==> src/rtl/dmni_send_pkg.sv <==
// Shared types and defaults for the DMNI send-side DMA engine.
package DMNIPkg;

  localparam int FLIT_SIZE = 32;

  typedef enum logic [1:0] {
    IDLE,
    READ_1,
    READ_2,
    DRAIN
  } send_state_t;

endpackage

==> src/rtl/dmni_fifo.sv <==
// Synchronous FIFO with occupancy count; depth must be a power of two so
// the pointers wrap naturally.
module dmni_fifo #(
  parameter int DEPTH = 16,
  parameter int WIDTH = 32
) (
  input  logic                       clk_i,
  input  logic                       rst_ni,
  input  logic                       push_i,
  input  logic [WIDTH-1:0]           data_i,
  input  logic                       pop_i,
  output logic [WIDTH-1:0]           data_o,
  output logic [$clog2(DEPTH):0]     count_o,
  output logic                       empty_o,
  output logic                       full_o
);

  localparam int AW = $clog2(DEPTH);
  localparam int CW = AW + 1;

  logic [WIDTH-1:0] mem_q [DEPTH];
  logic [AW-1:0]    wr_ptr_q, rd_ptr_q;
  logic [CW-1:0]    count_q;
  logic             do_push, do_pop;

  assign empty_o = (count_q == '0);
  assign full_o  = (count_q == CW'(DEPTH));
  assign do_pop  = pop_i && !empty_o;
  assign do_push = push_i && (!full_o || do_pop);
  assign data_o  = mem_q[rd_ptr_q];
  assign count_o = count_q;

  // NOTE: storage is deliberately not reset; only the pointers and count
  // define validity, which keeps this a plain RAM without a reset tree.
  always_ff @(posedge clk_i) begin
    if (do_push) mem_q[wr_ptr_q] <= data_i;
  end

  // NOTE: sequential state uses non-blocking assignments so every register
  // samples pre-edge values regardless of statement order.
  always_ff @(posedge clk_i or negedge rst_ni) begin
    if (!rst_ni) begin
      wr_ptr_q <= '0;
      rd_ptr_q <= '0;
      count_q  <= '0;
    end else begin
      if (do_push) wr_ptr_q <= wr_ptr_q + AW'(1);
      if (do_pop)  rd_ptr_q <= rd_ptr_q + AW'(1);
      case ({do_push, do_pop})
        2'b10:   count_q <= count_q + CW'(1);
        2'b01:   count_q <= count_q - CW'(1);
        default: count_q <= count_q;
      endcase
    end
  end

endmodule

==> src/rtl/dmni_send.sv <==
// Send-side DMA of the DMNI: reads up to two memory segments and streams
// them as flits onto the router local port under credit flow control.
module dmni_send
  import DMNIPkg::*;
#(
  parameter int BUFFER_SIZE = 16,
  parameter int FLIT_SIZE   = DMNIPkg::FLIT_SIZE
) (
  input  logic                 clk_i,
  input  logic                 rst_ni,
  input  logic                 start_i,
  input  logic [31:0]          size_i,
  input  logic [31:0]          address_i,
  input  logic [31:0]          size_2_i,
  input  logic [31:0]          address_2_i,
  output logic                 send_active_o,
  output logic                 mem_en_o,
  output logic [31:0]          mem_addr_o,
  input  logic [FLIT_SIZE-1:0] mem_data_i,
  output logic                 noc_tx_o,
  output logic [FLIT_SIZE-1:0] noc_data_o,
  input  logic                 noc_credit_i
);

  localparam int CW = $clog2(BUFFER_SIZE) + 1;

  send_state_t state_q, state_d;
  logic [31:0] rem1_q, rem1_d, addr1_q, addr1_d;
  logic [31:0] rem2_q, rem2_d, addr2_q, addr2_d;
  logic        inflight_q, inflight_d;
  logic        active_q, active_d;

  logic [CW-1:0]        fifo_count;
  logic                 fifo_empty, fifo_full;
  logic [FLIT_SIZE-1:0] fifo_head;
  logic [CW:0]          occupancy;
  logic [31:0]          cur_rem, cur_addr;
  logic                 reading, room, issue, pop;

  // Space is reserved for an in-flight read so the unconditional capture
  // one cycle later can never overflow the FIFO.
  assign occupancy = {1'b0, fifo_count} + {{CW{1'b0}}, inflight_q};
  assign room      = !fifo_full && (occupancy < (CW+1)'(BUFFER_SIZE));
  assign reading   = (state_q == READ_1) || (state_q == READ_2);
  assign cur_rem   = (state_q == READ_2) ? rem2_q  : rem1_q;
  assign cur_addr  = (state_q == READ_2) ? addr2_q : addr1_q;
  assign issue     = reading && (cur_rem != '0) && room;

  // NOTE: every signal driven here gets a default first so no path leaves
  // it unassigned, which would otherwise infer a latch.
  always_comb begin
    state_d    = state_q;
    rem1_d     = rem1_q;
    addr1_d    = addr1_q;
    rem2_d     = rem2_q;
    addr2_d    = addr2_q;
    inflight_d = issue;

    case (state_q)
      IDLE: begin
        if (start_i) begin
          rem1_d  = size_i;
          addr1_d = address_i;
          rem2_d  = size_2_i;
          addr2_d = address_2_i;
          if (size_i != '0)        state_d = READ_1;
          else if (size_2_i != '0) state_d = READ_2;
        end
      end
      READ_1: begin
        if (issue) begin
          rem1_d  = rem1_q - 32'd1;
          addr1_d = addr1_q + 32'd4;
          if (rem1_q == 32'd1) state_d = (rem2_q != '0) ? READ_2 : DRAIN;
        end
      end
      READ_2: begin
        if (issue) begin
          rem2_d  = rem2_q - 32'd1;
          addr2_d = addr2_q + 32'd4;
          if (rem2_q == 32'd1) state_d = DRAIN;
        end
      end
      DRAIN: begin
        if (!inflight_q && fifo_empty) state_d = IDLE;
      end
      default: state_d = IDLE;
    endcase

    active_d = (state_d != IDLE);
  end

  always_ff @(posedge clk_i or negedge rst_ni) begin
    if (!rst_ni) begin
      state_q    <= IDLE;
      rem1_q     <= '0;
      addr1_q    <= '0;
      rem2_q     <= '0;
      addr2_q    <= '0;
      inflight_q <= 1'b0;
      active_q   <= 1'b0;
    end else begin
      state_q    <= state_d;
      rem1_q     <= rem1_d;
      addr1_q    <= addr1_d;
      rem2_q     <= rem2_d;
      addr2_q    <= addr2_d;
      inflight_q <= inflight_d;
      active_q   <= active_d;
    end
  end

  assign pop = noc_tx_o && noc_credit_i;

  dmni_fifo #(
    .DEPTH (BUFFER_SIZE),
    .WIDTH (FLIT_SIZE)
  ) u_fifo (
    .clk_i   (clk_i),
    .rst_ni  (rst_ni),
    .push_i  (inflight_q),
    .data_i  (mem_data_i),
    .pop_i   (pop),
    .data_o  (fifo_head),
    .count_o (fifo_count),
    .empty_o (fifo_empty),
    .full_o  (fifo_full)
  );

  assign send_active_o = active_q;
  assign mem_en_o      = issue;
  assign mem_addr_o    = reading ? cur_addr : '0;
  assign noc_tx_o      = !fifo_empty;
  assign noc_data_o    = fifo_empty ? '0 : fifo_head;

endmodule

==> config.mk <==
export PLATFORM = sky130hd
export DESIGN_NAME = dmni_send
export DESIGN_NICKNAME = d
export VERILOG_FILES = /design/src/rtl/dmni_send_pkg.sv /design/src/rtl/dmni_fifo.sv /design/src/rtl/dmni_send.sv
export SDC_FILE = /design/constraint.sdc
export NUM_CORES = 1
export LEC_CHECK = 0
export ABC_CLOCK_PERIOD_IN_PS = 4100
export BUFFER_PORTS_ARGS = -buffer_cell sky130_fd_sc_hd__buf_2
export CAP_MARGIN = 10
export CORE_AREA = 10 10 286 288
export CTS_BUF_LIST = sky130_fd_sc_hd__clkbuf_4
export CTS_CLUSTER_DIAMETER = 200
export DETAILED_ROUTE_END_ITERATION = 10
export DIE_AREA = 0 0 296 298
export GPL_TIMING_DRIVEN = 0
export PLACE_DENSITY_LB_ADDON = 0.25
export SYNTH_ARGS = -nofsm -noshare
export SYNTH_HDL_FRONTEND = slang
export SYNTH_SLANG_ARGS = --single-unit
==> constraint.sdc <==
create_clock -name clk_i -period 4.1 [get_ports clk_i]
set_clock_uncertainty 0.05 [all_clocks]
set_input_delay 0.82 -clock clk_i [delete_from_list [all_inputs] [get_ports clk_i]]
set_output_delay 0.82 -clock clk_i [all_outputs]
set_load 0.1 [all_outputs]
==> flow_summary_export.csv <==
group,metric,value,unit
run_status,status,"finished with violations",
run_status,violations,"negative setup slack",
global_route,grt_use_total,0.2060,
drt,finalWirelength,91920,um
cells_and_area,n_fill_cell,6543,
timing,finalHoldViolCount,0,
placement,io_buffers,229,
timing,final.setup.tns,-207.2,ps
global_route,gr-total-overflow,0,
flow_run,maxCapViolations,0,
timing,finalCriticalPeriod,4146,ps
placement,gp_congestion,0.9120,
cts,clock_sinks,657,
synth,synth_common_cells,"edfxtp_1 (512), mux4_2 (160), dfrtp_1 (145)",
cts,tritoncts,"built",
die,die_x,296,um
cts,clkLatencyLatePin,1030,ps
synth,async_flop_share,0.2207,
timing,tightest_slew,1049,ps
timing,maxSlewViolCount,0,
die,row_count,101,
die,io_pins,231,
timing,rsz0062_at_grt,"true",
critical_path,worstPathRequired,3230,ps
cells_and_area,fin_area,36470,um2
cts,ctsHtreeMaxLevel,4,
critical_path,startpoint_type,"register",
global_route,antenna_found_initial,9,
synth,synth_area_leaders,"edfxtp_1 (52%), dfrtp_1 (12%), mux4_2 (12%)",
synth,yosysWarningCount,0,
worst_hold_path,hold_path_class,"input pin to register",
global_route,grt_pass1_vias,21550,
cells_and_area,fin_nets,2669,
synth,syn_inst,1989,
synth,ys_seq_area_frac,0.6452,
drt,drc,0,
cells_and_area,drive_above_1_share,0.3146,
synth,synth_area,29450,um2
timing,slew_headroom,0.3009,
critical_path,critPathMaxFanout,10,
die,core-area,75700,um2
synth,syn_avg_cell_area,14.81,um2
power_and_ir_drop,p_per_area,874.6,nW/um2
critical_path,critPathKind,"register to primary output",
drt,via_per_inst,5.803,
die,die_y,298,um
timing,fin_crit_sh,1.011,
timing,fmax,241.2,MHz
cts,root_buffer,"clkbuf_4",
critical_path,worst_ep_arrival_time,3280,ps
drt,drt-initial-drc-count,1760,
power_and_ir_drop,vdd_ir_drop_max,1068,uV
synth,synth_cell_type_count,74,
drt,postRouteAntennaNets,0,
cts,path_clk_slew,60,ps
placement,dp_hpwl,61560,um
timing,setup_viol,12,
cts,cts_buffers,175,
global_route,grt_max_degree,107,
synth,synth_top_area_cell,"edfxtp_1",
placement,place_area,32480,um2
synth,synthFlopType,"edfxtp_1",
timing,holdWs,71.97,ps
drt,first_pass_iters,5,
die,dieArea,88210,um2
cells_and_area,synthToLayoutAreaGrowth,23.84,%
timing,setup_ws,-46.33,ps
synth,ys_seq_elements,657,
cells_and_area,post-route-util,0.4818,
die,start_util,0.3891,
synth,syn_nets,2175,
cts,cts_buffer_depth,3,
power_and_ir_drop,p_leak,12.70,nW
critical_path,end_kind,"primary output",
global_route,grt_pass1_wl,136500,um
synth,synth.most_common_cell,"edfxtp_1",
synth,netlist.area_leader.share,0.5220,
synth,synth-edff-count,512,
drt,num_vias,20860,
drt,wl_per_cell,25.57,um
-- power breakdown --
group	switching, mW	internal [mW]
clock	2.92	2.93
combinational	10.8	5.75
sequential	1.21	8.31
total	14.9	17.0
-- final timing paths --
kind                                     from             end  slack [ps]  depth (start not counted)
min reg2reg                        addr1_q[0]      addr1_q[0]         460                          1
max in group asynchronous              rst_ni      addr2_q[0]        2770                          3
max                        u_fifo.rd_ptr_q[0]  noc_data_o[22]         -50                          6
max reg2reg                        state_q[1]       rem1_q[0]         220                         11
min in group asynchronous              rst_ni      rem1_q[11]         220                          2
min                                 size_i[1]       rem1_q[1]          70                          3
-- routing by layer --
layer / track usage / share of wire / vias to the layer above
met1: 0.2620 / 0.40 / 10520
met5: 0 / 0.00087 / -
met4: 0.08674 / 0.035 / 12
li1: - / - / 9182
met3: 0.05244 / 0.082 / 199
met2: 0.3306 / 0.48 / 952
-- cell type report --
| type | instances | area (um2) | area share |
|---|---|---|---|
| clock buffer | 254 | 1907 | 0.05228 |
| sequential | 657 | 19010 | 0.5211 |
| timing repair buffer | 322 | 2808 | 0.07698 |
| inverter | 27 | 121.4 | 0.003327 |
| multi-input combinational | 1177 | 10150 | 0.2782 |
| buffer | 123 | 883.3 | 0.02422 |
| tap | 978 | 1224 | 0.03355 |
| antenna | 1 | 2.502 | 0.00006861 |
| clock inverter | 56 | 372.9 | 0.01022 |
-- registers in the layout, summed over array words and instances (netlist names) --
signal	cells
inflight_q	1
addr1_q	32
u_fifo.mem_q	512
send_active_o	1
state_q	2
rem2_q	32
u_fifo.rd_ptr_q	4
u_fifo.count_o	5
rem1_q	32
u_fifo.wr_ptr_q	4
addr2_q	32
-- worst max-delay path: stages (launching register included) --
cell and delay [ps]:
dfrtp_2 470, clkbuf_16 220, buf_16 170, mux4_2 500, mux4_2 530, and2_1 200, buf_6 180
-- metrics by stage --
step / std cells / power (mW) / worst slack [ps]
final: 3595 / 31.90 / -46.33
after global routing: 3595 / 33.43 / -131.6
after CTS: 3593 / 31.89 / -115.2
after detailed placement: 3217 / 24.35 / -626.0
after global placement: 3196 / 24.00 / -1417
after floorplan: 1989 / 20.12 / 106.1
-- layout by cell type (no fill, tap or decap), types with 12 or more instances in the layout --
master         synthesis  final
o21ai_0               93     93
and2_1                43     30
or4_1                 15     13
dlygate4sd3_1          0     63
nand2_1               96     95
a21oi_1              122    121
nand3_1               40     39
a2bb2oi_1             13     13
nand2b_1              14     14
mux4_2               160    160
nor3_1                30     23
and3_1                24     24
buf_2                  7    170
buf_4                  0     34
edfxtp_1             512    512
buf_6                  1     21
dfrtp_1              145    141
buf_12                 0     27
ha_1                  21     19
o2111ai_1             35     35
nor4_1                41     35
nor2_1               122    110
nor2_4                 0     12
clkbuf_1             100     67
mux2i_1               45     45
inv_1                 25     23
clkinv_1               0     39
buf_16                 0     16
nand4_1               30     30
o22ai_1               64     64
clkbuf_4               0    266
-- cell families (layout without fill, tap and decap cells) --
logic type,count (synthesis),after routing,synth area share
DFF,657,657,0.6452
and+or+nand+nor,496,496,0.08607
AOI/OAI and AO/OA,439,439,0.09618
muxes,211,211,0.1399
buffers and inverters,155,782,0.02031
adders and majority gates,22,22,0.009601
xor gates and xnor gates,9,9,0.002677
other,0,1,0
-- what timing repair did --
item                                   CTS  global route
pin swaps                                3             5
setup endpoints to repair              171            52
cloned                                   2             0
buffers inserted                         6             2
hold buffers                            63             0
gates resized for setup                314            29
endpoints found under the hold margin  183             0
(Power assumes the default switching activity.)
